==> config.mk <==
export PLATFORM = sky130hd
export DESIGN_NAME = mem_dump_reader_flat
export DESIGN_NICKNAME = d
export VERILOG_FILES = /design/src/rtl/mem_dump_reader_if.sv /design/src/rtl/mem_dump_reader.sv /design/src/flat_wrapper.sv
export SDC_FILE = /design/constraint.sdc
export NUM_CORES = 1
export LEC_CHECK = 0
export BUFFER_PORTS_ARGS = -buffer_cell sky130_fd_sc_hd__buf_4
export CAP_MARGIN = 20
export CORE_MARGIN = 2
export CORE_UTILIZATION = 52
export CTS_CLUSTER_SIZE = 24
export DETAILED_ROUTE_END_ITERATION = 12
export PLACE_DENSITY = 0.8
export REMOVE_ABC_BUFFERS = 1
export SYNTH_ARGS = -nofsm -noshare
export SYNTH_HDL_FRONTEND = slang
export SYNTH_SLANG_ARGS = --single-unit
==> constraint.sdc <==
create_clock -name clk -period 1.7 [get_ports clk]
set_input_delay 0 -clock clk [delete_from_list [all_inputs] [get_ports clk]]
set_output_delay 0 -clock clk [all_outputs]
set_load 0.02 [all_outputs]
==> src/rtl/mem_dump_reader_if.sv <==
// rtl/mem_dump_reader_if.sv - memory read port and byte stream bundle for mem_dump_reader
// Signals:
//   mem_addr  reader -> memory       registered read address
//   mem_data  memory -> reader       read data, one cycle after the address is sampled
//   tx_data   reader -> transmitter  byte, most-significant byte of the word first
//   tx_valid  reader -> transmitter  byte available
//   tx_ready  transmitter -> reader  byte accepted on an edge where tx_valid is also high
// Modports: master = dump reader, slave = memory plus transmitter side.
interface mem_dump_reader_if #(
  parameter int RAM_WIDTH  = 16,
  parameter int ADDR_WIDTH = 11
);
  logic [ADDR_WIDTH-1:0] mem_addr;
  logic [RAM_WIDTH-1:0]  mem_data;
  logic [7:0]            tx_data;
  logic                  tx_valid;
  logic                  tx_ready;

  modport master (
    output mem_addr,
    input  mem_data,
    output tx_data,
    output tx_valid,
    input  tx_ready
  );

  modport slave (
    input  mem_addr,
    output mem_data,
    input  tx_data,
    input  tx_valid,
    output tx_ready
  );
endinterface

==> src/rtl/mem_dump_reader.sv <==
// rtl/mem_dump_reader.sv - walks data memory 0..DUMP_WORDS-1 and streams each word out MSB byte first
// Ports:
//   clk    clock, rising edge
//   reset  synchronous, active-high
//   start  dump request, only looked at while idle
//   busy   high in every state except idle
//   done   one-cycle pulse in the final cycle of a dump
//   bus    mem_dump_reader_if.master: mem_addr/mem_data read port, tx_data/tx_valid/tx_ready byte channel
module mem_dump_reader #(
  parameter int RAM_WIDTH  = 16,
  parameter int ADDR_WIDTH = 11,
  parameter int DUMP_WORDS = 2048
) (
  input  logic clk,
  input  logic reset,
  input  logic start,
  output logic busy,
  output logic done,
  mem_dump_reader_if.master bus
);

  localparam int BYTES = RAM_WIDTH / 8;
  localparam int CNT_W = (BYTES == 1) ? 1 : $clog2(BYTES + 1);
  // Termination is an equality compare on the last address, so a full
  // 2^ADDR_WIDTH dump finishes without the counter ever wrapping.
  localparam logic [ADDR_WIDTH-1:0] LAST_ADDR = ADDR_WIDTH'(DUMP_WORDS - 1);
  localparam logic [CNT_W-1:0]      LAST_BYTE = CNT_W'(BYTES - 1);

  typedef enum logic [2:0] {
    S_IDLE,
    S_ADDR,
    S_LATCH,
    S_SEND,
    S_DONE
  } state_t;

  state_t                state, state_next;
  logic [ADDR_WIDTH-1:0] addr_q, addr_next;
  logic [RAM_WIDTH-1:0]  shift_q, shift_next;
  logic [CNT_W-1:0]      cnt_q, cnt_next;

  always_ff @(posedge clk) begin
    if (reset) begin
      state   <= S_IDLE;
      addr_q  <= '0;
      shift_q <= '0;
      cnt_q   <= '0;
    end else begin
      state   <= state_next;
      addr_q  <= addr_next;
      shift_q <= shift_next;
      cnt_q   <= cnt_next;
    end
  end

  always_comb begin
    state_next   = state;
    addr_next    = addr_q;
    shift_next   = shift_q;
    cnt_next     = cnt_q;
    busy         = (state != S_IDLE);
    done         = (state == S_DONE);
    bus.tx_valid = (state == S_SEND);
    // Gated by state so the byte lane reads 0x00 whenever nothing is offered.
    bus.tx_data  = (state == S_SEND) ? shift_q[RAM_WIDTH-1 -: 8] : 8'h00;

    case (state)
      S_IDLE: begin
        if (start) begin
          state_next = S_ADDR;
          addr_next  = '0;
          cnt_next   = '0;
        end
      end
      // Memory samples mem_addr on the edge leaving this state.
      S_ADDR: state_next = S_LATCH;
      // Read data is valid now; capture it on the way out.
      S_LATCH: begin
        shift_next = bus.mem_data;
        state_next = S_SEND;
      end
      S_SEND: begin
        if (bus.tx_ready) begin
          shift_next = shift_q << 8;
          cnt_next   = cnt_q + CNT_W'(1);
          if (cnt_q == LAST_BYTE) begin
            cnt_next = '0;
            if (addr_q == LAST_ADDR) begin
              state_next = S_DONE;
            end else begin
              addr_next  = addr_q + ADDR_WIDTH'(1);
              state_next = S_ADDR;
            end
          end
        end
      end
      S_DONE: begin
        addr_next  = '0;
        state_next = S_IDLE;
      end
      default: state_next = S_IDLE;
    endcase
  end

  assign bus.mem_addr = addr_q;

endmodule

==> src/flat_wrapper.sv <==
// flat-port wrapper written by rule: the top's interface ports become plain ports
module mem_dump_reader_flat 
#(
  parameter int RAM_WIDTH  = 16,
  parameter int ADDR_WIDTH = 11,
  parameter int DUMP_WORDS = 2048
)
  (clk, reset, start, busy, done, bus_mem_addr, bus_mem_data, bus_tx_data, bus_tx_valid, bus_tx_ready);
  mem_dump_reader_if #(.RAM_WIDTH(RAM_WIDTH), .ADDR_WIDTH(ADDR_WIDTH)) bus_i ();
  input  logic clk;
  input  logic reset;
  input  logic start;
  output logic busy;
  output logic done;
  output wire logic [$bits(bus_i.mem_addr)-1:0] bus_mem_addr;
  input wire logic [$bits(bus_i.mem_data)-1:0] bus_mem_data;
  output wire logic [$bits(bus_i.tx_data)-1:0] bus_tx_data;
  output wire logic [$bits(bus_i.tx_valid)-1:0] bus_tx_valid;
  input wire logic [$bits(bus_i.tx_ready)-1:0] bus_tx_ready;
  assign bus_mem_addr = bus_i.mem_addr;
  assign bus_i.mem_data = bus_mem_data;
  assign bus_tx_data = bus_i.tx_data;
  assign bus_tx_valid = bus_i.tx_valid;
  assign bus_i.tx_ready = bus_tx_ready;
  mem_dump_reader #(.RAM_WIDTH(RAM_WIDTH), .ADDR_WIDTH(ADDR_WIDTH), .DUMP_WORDS(DUMP_WORDS)) u_core (.clk(clk), .reset(reset), .start(start), .busy(busy), .done(done), .bus(bus_i));
endmodule
==> results of run 1 <==
[metrics by stage]
stage	area, um2	setup WS (ns)
global route	2270	-0.00594
finish	2270	0.0634
global placement	2020	0.160
floorplan	1570	0.0244
detailed placement	2020	0.0647
CTS	2260	0.0212
[cell type report]
class / instances / area [um2]
Clock buffer: 6 / 51.3
Inverter: 6 / 22.5
Clock inverter: 2 / 10.0
Fill cell: 224 / 756
Multi-Input combinational cell: 141 / 920
Tap cell: 44 / 55.1
Timing Repair Buffer: 70 / 568
Sequential cell: 32 / 646
[registers in the layout (all words and copies together), names as in the netlist]
register	cells
u_core.bus.mem_addr	11
u_core.cnt_q	2
u_core.shift_q	16
u_core.state	3
[final timing paths]
kind / start / to / slack (ns) / cells past startpoint
worst max-delay path: u_core.bus.mem_addr[0] / u_core.bus.mem_addr[6] / 0.06 / 5
worst min-delay path: reset / u_core.shift_q[1] / 0.03 / 2
worst max register to register: u_core.bus.mem_addr[0] / u_core.bus.mem_addr[6] / 0.06 / 5
worst min register to register: u_core.shift_q[7] / u_core.shift_q[15] / 0.49 / 2
[worst max-delay path, stage by stage, from the launching register on]
cell       delay [ns]
dfxtp_1          0.36
ha_1             0.25
and3_1           0.31
o2111ai_2        0.15
mux2_2           0.29
a22o_1           0.18
[synthesized netlist by cell type (2+ instances only)]
library cell,n,area [um2]
mux2i_1,2,20.0
o21ai_0,3,15.0
o21ai_1,3,15.0
o311ai_0,3,26.3
a311oi_1,8,70.1
clkbuf_1,5,18.8
o41ai_1,3,26.3
and3_1,3,18.8
or3_1,3,18.8
a21oi_1,6,30.0
buf_2,3,15.0
and4_1,2,17.5
o2111ai_1,2,17.5
inv_1,5,18.8
nand2b_1,4,25.0
dfxtp_1,32,641
nor2_1,25,93.8
nand2_1,21,78.8
a22oi_1,8,60.1
and2_1,10,62.6
nand3_1,8,40.0
nor3_1,2,10.0
nand3b_1,2,15.0
nor2b_1,2,12.5
a211oi_1,3,22.5
[timing repair]
action / 4_1_cts / 5_1_grt
hold endpoints to repair: 17 / 0
setup endpoints to repair: 8 / 15
hold buffers: 17 / 0
resized for setup: 1 / 6
[power breakdown]
| group | switching (mW) | internal [mW] |
|---|---|---|
| Combinational | 0.120 | 0.122 |
| Clock | 0.272 | 0.197 |
| Sequential | 0.0248 | 0.782 |
[cell families after synthesis]
family | count (synthesis) | share of synthesized area [%]
mux | 3 | 1.92
fa+ha+maj | 1 | 0.768
flops | 32 | 39.3
compound gates | 47 | 23.0
simple gates | 90 | 30.0
buf+inv | 17 | 4.92
[per-layer routing]
metal	wire length, um	GRT usage [%]
met5	0	0
met3	175	4.76
met1	1910	31.8
met2	2290	45.8
met4	97	13.0
==> reports/metrics.cfg, run 1 <==
[synthesis]
synth.avg_cell_area_um2=8.57
synth_edf_count=0
synthArstFlopShare_pct=0
yosys_warnings=0
synth_seq_cells=32
ys_types=47
synthFlopType=dfxtp_1
ys_seq_area_share_pct=39.3
synth_area_mm2=0.00163
netlist_instances=190

[global_route]
antenna_found_initial=0
grt_max_degree=30
grt_pass1_vias=1652
overflow=0
grt_pass1_wl_mm=7.16
grt_usage_pct=26.7

[placement]
io_buffers=41
hpwl_mm=3.00
numPlacedInstances=276
place_congestion=0.862

[cts]
root_buffer=clkbuf_4
post_cts_buffers=0
cts_buffer_depth=2
clk-insertion-delay-late_ns=0.34
clock_sinks=32
clk_pin_slew_ns=0.10
cts_tree=yes
htreeDepth=2
cts_buffers=5

[timing]
finalCritPeriodShare_pct=96.3
maxSlewViolCount=0
max_freq_mhz=611
hold_slack_ns=0.0280
skew_ns=0.00550
tightestPinTransition_ns=0.600
hold_viol_final=0
report.final.setup_viol=0
fin_setup_tns_ns=0
max_slew_margin_pct=59.9
fin_crit_ns=1.64

[pwr]
cellPowerDensity_mw_per_mm2=668
p_leak_nw=0.973
power_mw=1.52
peakVddDrop_mv=0.558

[floorplanning]
start_util_pct=53.8
dieHeight_um=60.0
die_w_um=60.0
std_cell_rows=20
dieArea_mm2=0.00360
placeableCoreArea_mm2=0.00303
io_pins=42

[detailed_routing]
route.antenna.remaining_nets=0
drt_iter0_drc=57
drt_first_pass_iters=4
wl_mm=4.47
dr_total_vias=1708
post_drt_wl_per_cell_um=14.9
viasPerCell=5.67
drc=0

[finish]
final_common_cell=buf_4
drive_gt1_share_pct=30.0
instances_no_fill=301
n_antenna_cell=0
fin_nets=277
final_util_pct=75.0
area_growth_pct=39.5
final_cell_mix=buf_4, dfxtp_1, nor2_1

[critical_path]
path_max_fanout=5
worstSetupStartpointType=flip-flop
cp.required_ns=1.94
cp.arrival_ns=1.88
end_kind=flip-flop
criticalPathCategory=flip-flop to flip-flop

[worst_hold_path]
hold_path_class=input pin to flip-flop

[flow_run]
cap_viol_max_count=0

[status]
status=finished, final reports clean

(Power assumes the default switching activity.)
==> run 2, diff against run 1 <==
--- a/config.mk
+++ b/config.mk
@@ -8,10 +8,11 @@
 export BUFFER_PORTS_ARGS = -buffer_cell sky130_fd_sc_hd__buf_4
 export CAP_MARGIN = 20
 export CORE_MARGIN = 2
-export CORE_UTILIZATION = 52
+export CORE_UTILIZATION = 56
 export CTS_CLUSTER_SIZE = 24
 export DETAILED_ROUTE_END_ITERATION = 12
-export PLACE_DENSITY = 0.8
+export PLACE_DENSITY = 0.85
+export RECOVER_POWER = 25
 export REMOVE_ABC_BUFFERS = 1
 export SYNTH_ARGS = -nofsm -noshare
 export SYNTH_HDL_FRONTEND = slang
==> constraint.sdc (replaced) <==
create_clock -name clk -period 2 [get_ports clk]
set_input_delay 0 -clock clk [delete_from_list [all_inputs] [get_ports clk]]
set_output_delay 0 -clock clk [all_outputs]
set_load 0.02 [all_outputs]
==> run 2 against run 1 <==
Net effect: wire length is 2.3% lower; clock skew rose by 0.0045 ns; largest power group unchanged; power down 16%; worst hold slack improved by 0.0019 ns; sequential cell count unchanged; utilization rose by 2.4 points; clock power fell by 17%; critical path depth unchanged; non-clock buffer count shrank 7; highest routed layer unchanged; combinational power shrank 18%; final cell count is 6.6% lower.
==> reports/metrics.cfg, run 2 (synthesis gave the netlist of run 1 again) <==
[finish]
largest_reg_flops=16
regMostFlops=u_core.shift_q
area_growth_pct=31.1
final_cell_mix=buf_4, dfxtp_1, nor2_1
fin_nets=270
regArea_um2=641
drive_gt1_share_pct=19.6
fillers=201
fin_area_mm2=0.00214
final_common_cell=buf_4
n_antenna_cell=0
multiInputGateArea_um2=908

[global_route]
gr-usage-met2_pct=46.4
overflow=0
grt_pass1_wl_mm=7.11
grt_use_met3_pct=7.59
grt_max_degree=30
grt_pass1_vias=1614
use_met1_pct=34.2
busiest_layer=met2
antenna_found_initial=0
grt_usage_pct=28.3

[pwr]
power_mw=1.27
cellPowerDensity_mw_per_mm2=597
power.switching_mw=0.340
p_leak_nw=0.875
switching_share_pct=26.7
peakVddDrop_mv=0.564
pwr-share-comb_pct=15.6
p_clk_share_pct=30.6
seqPwrFrac_pct=53.8
internal-power_mw=0.934

[timing]
tightestPinTransition_ns=0.601
hold_viol_final=0
skew_ns=0.0100
report.final.setup_viol=0
rsz0062_at_grt=no
max_slew_margin_pct=59.6
fin_setup_tns_ns=0
maxSlewViolCount=0
fin_crit_ns=1.78
finalCritPeriodShare_pct=89.1
max_freq_mhz=561

[critical_path]
critical_path.slowest_cell=dfxtp_1
cp_common_cell=buf_4
worst-path-buf-inv=3
criticalPathCategory=flip-flop to output pin
cp.arrival_ns=1.78
max_stage_delay_ns=0.55
worstSetupStartpointType=flip-flop
cp_cell_sequence=nand3b_4, inv_2, buf_4, and2_1, buf_4
path_max_fanout=11
crit_family=buffers and inverters
cp.required_ns=2.00
end_kind=output pin

[placement]
hpwl_mm=2.95
place_congestion=0.841
placed_area_mm2=0.00196
io_buffers=41

[floorplanning]
std_cell_rows=19
die_w_um=57.9
dieArea_mm2=0.00336
placeableCoreArea_mm2=0.00276
dieHeight_um=57.9
io_pins=42
start_util_pct=59.1

[detailed_routing]
drt_iter0_drc=65
wl_mm=4.37
drc=0
viasPerCell=6.00
drt_first_pass_iters=4
dr_total_vias=1686
post_drt_wl_per_cell_um=15.6
route.antenna.remaining_nets=0

[cts]
cts_tree=yes
cts_buffer_depth=2
root_buffer=clkbuf_4
clk_pin_slew_ns=0.10
cts_buffers=5
clock_sinks=32
post_cts_buffers=0
htreeDepth=2
clk-insertion-delay-late_ns=0.34
holdBufCountCts=17
cts_repair_resize_count=0

[worst_hold_path]
hold_path_class=input pin to flip-flop

[status]
status=finished, final reports clean

[flow_run]
cap_viol_max_count=0

==> run 2: changes by cell type in the layout (fill, tap and decap cells not counted), sizes merged <==
cell and delta:
clkinv -2, buf -20, clkbuf +15
==> run 2: worst paths after layout <==
kind	from	end	slack, ns	cells after the start
min reg2reg	u_core.shift_q[4]	u_core.shift_q[12]	0.49	2
min	reset	u_core.shift_q[3]	0.03	2
max	u_core.state[0]	bus_tx_data[4]	0.22	5
max reg2reg	u_core.state[1]	u_core.shift_q[14]	0.28	5
==> run 2: routing by layer <==
| layer | share of wire (%) | vias to the layer above |
|---|---|---|
| li1 | - | 818 |
| met1 | 41 | 786 |
| met2 | 50 | 70 |
| met3 | 6.9 | 12 |
| met4 | 2.3 | 0 |
| met5 | 0 | - |
==> run 2: area by class of cell <==
cell class              instances  share of cell area (%)
repair buffers                 63                    21.9
well taps                      31                    1.82
flip-flops and latches         32                    30.0
clock buffers                   8                    2.75
multi-input cells             141                    42.5
inverters                       6                    1.05
==> run 2: power by group through the flow <==
stage	combinational, mW	clock (mW)	sequential [mW]
floorplan	0.0966	0	0.694
global placement	0.165	0	0.697
detailed placement	0.173	0	0.699
CTS	0.200	0.388	0.684
global route	0.218	0.422	0.689
finish	0.199	0.390	0.685
==> run 2: stage by stage <==
stage,utilization [%],hold slack [ns],worst slack [ns],std cells
floorplan,-,0.0691,0.324,179
global placement,70.9,0.234,0.392,256
detailed placement,70.9,0.245,0.297,256
CTS,79.2,0.0294,0.264,281
global route,77.5,0.0270,0.0817,281
finish,77.5,0.0300,0.217,281
==> run 3, diff against run 2 <==
--- a/config.mk
+++ b/config.mk
@@ -11,7 +11,7 @@
 export CORE_UTILIZATION = 56
 export CTS_CLUSTER_SIZE = 24
 export DETAILED_ROUTE_END_ITERATION = 12
-export PLACE_DENSITY = 0.85
+export PLACE_DENSITY = 0.84
 export RECOVER_POWER = 25
 export REMOVE_ABC_BUFFERS = 1
 export SYNTH_ARGS = -nofsm -noshare
==> run 3 against run 2 <==
Net effect: register-to-register slack hardly changed; sequential share of layout area is 0.059 points higher; sequential cell count stayed put; combinational power hardly changed; critical path type unchanged; worst setup slack worse by 0.010 ns; utilization stayed put; clock power is 6.9% higher; maximum frequency is 0.57% lower.
==> reports/metrics.cfg, run 3 (synthesis gave the netlist of run 1 again) <==
[cts]
root_buffer=clkbuf_4
cts_buffer_depth=2
clk-insertion-delay-late_ns=0.34
clock_sinks=32
cts_buffers=5
cts_tree=yes
clk_pin_slew_ns=0.09
htreeDepth=2

[floorplanning]
io_pins=42
dieHeight_um=57.9
dieArea_mm2=0.00336
std_cell_rows=19
placeableCoreArea_mm2=0.00276
die_w_um=57.9
start_util_pct=59.1

[placement]
io_buffers=41
numPlacedInstances=255
hpwl_mm=2.75
place_congestion=0.841

[critical_path]
cp.required_ns=2.00
criticalPathCategory=flip-flop to output pin
cp.arrival_ns=1.79
worstSetupStartpointType=flip-flop
end_kind=output pin
path_max_fanout=18

[flow_run]
cap_viol_max_count=0

[global_route]
grt_usage_pct=28.1
grt_pass1_vias=1636
grt_pass1_wl_mm=7.21
antenna_found_initial=0
overflow=0
grt_max_degree=30

[detailed_routing]
wl_mm=4.31
route.antenna.remaining_nets=0
viasPerCell=6.04
drc=0
drt_iter0_drc=116
drt_first_pass_iters=4
post_drt_wl_per_cell_um=15.5
dr_total_vias=1685

[finish]
final_util_pct=77.5
drive_gt1_share_pct=20.2
final_cell_mix=buf_4, dfxtp_1, nor2_1
final_common_cell=buf_4
instances_no_fill=279
regMostFlops=u_core.shift_q
area_growth_pct=31.1
largest_reg_flops=16
fin_nets=269
n_antenna_cell=0

[timing]
maxSlewViolCount=0
report.final.setup_viol=0
fin_setup_tns_ns=0
rsz0062_at_grt=no
fin_crit_ns=1.79
max_slew_margin_pct=60.6
skew_ns=0.00707
tightestPinTransition_ns=0.589
max_freq_mhz=558
finalCritPeriodShare_pct=89.6
hold_viol_final=0

[status]
status=finished, final reports clean

[pwr]
p_leak_nw=0.876
peakVddDrop_mv=0.662
cellPowerDensity_mw_per_mm2=609

[worst_hold_path]
hold_path_class=input pin to flip-flop

-- run 3: cell types whose count changed in the layout (fill, tap and decap cells not counted), sizes merged --
| cell | change |
|---|---|
| clkbuf | -1 |
| buf | -1 |
-- run 3: path summary, 6_finish.rpt --
kind	from	to	slack, ns	cells after the start
hold / removal	reset	u_core.shift_q[3]	0.03	2
setup reg to reg	u_core.bus.mem_addr[1]	u_core.state[0]	0.27	5
setup / recovery	u_core.state[1]	bus_tx_data[1]	0.21	5
hold reg to reg	u_core.shift_q[6]	u_core.shift_q[14]	0.49	2
-- run 3: layer usage --
| layer | share of wire [%] | track usage (%) | up-vias |
|---|---|---|---|
| met4 | 2.4 | 14.6 | 0 |
| met1 | 43 | 35.9 | 805 |
| met5 | 0 | 0 | - |
| met2 | 49 | 43.7 | 54 |
| met3 | 5.5 | 7.37 | 14 |
| li1 | - | - | 812 |
-- run 3: final cells by class --
class                           instances  area (um2)
Fill cell                             194         622
Tap cell                               31        38.8
Inverter                                6        22.5
Multi-Input combinational cell        141         908
Timing Repair Buffer                   62         459
Sequential cell                        32         642
Clock buffer                            7        65.1
-- run 3: timing repair --
action / CTS / global route
endpoints found under the hold margin: 17 / 0
buffers inserted: 0 / 0
gates resized for setup: 0 / 1
endpoints found under the setup margin: 0 / 1
hold buffers: 17 / 0
-- run 3: critical path: stages, from the launching register on --
cell      delay (ns)
dfxtp_1         0.51
nand3b_4        0.26
inv_2           0.16
buf_4           0.22
and2_1          0.16
buf_4           0.14
-- run 3: stage by stage --
stage,hold WS [ns],instance area [um2],total power [mW],setup WS (ns)
2_1_floorplan,0.0691,1570,0.791,0.324
3_3_place_gp,0.233,1950,0.861,0.385
3_5_place_dp,0.246,1950,0.869,0.320
4_1_cts,0.0232,2180,1.30,0.182
5_1_grt,0.0267,2140,1.36,0.0533
6_report,0.0293,2140,1.30,0.207
-- run 3: where the power goes --
part           total, mW  internal (mW)  switching, mW
registers          0.687          0.665         0.0222
clock network      0.417          0.199          0.218
logic              0.198         0.0959          0.102
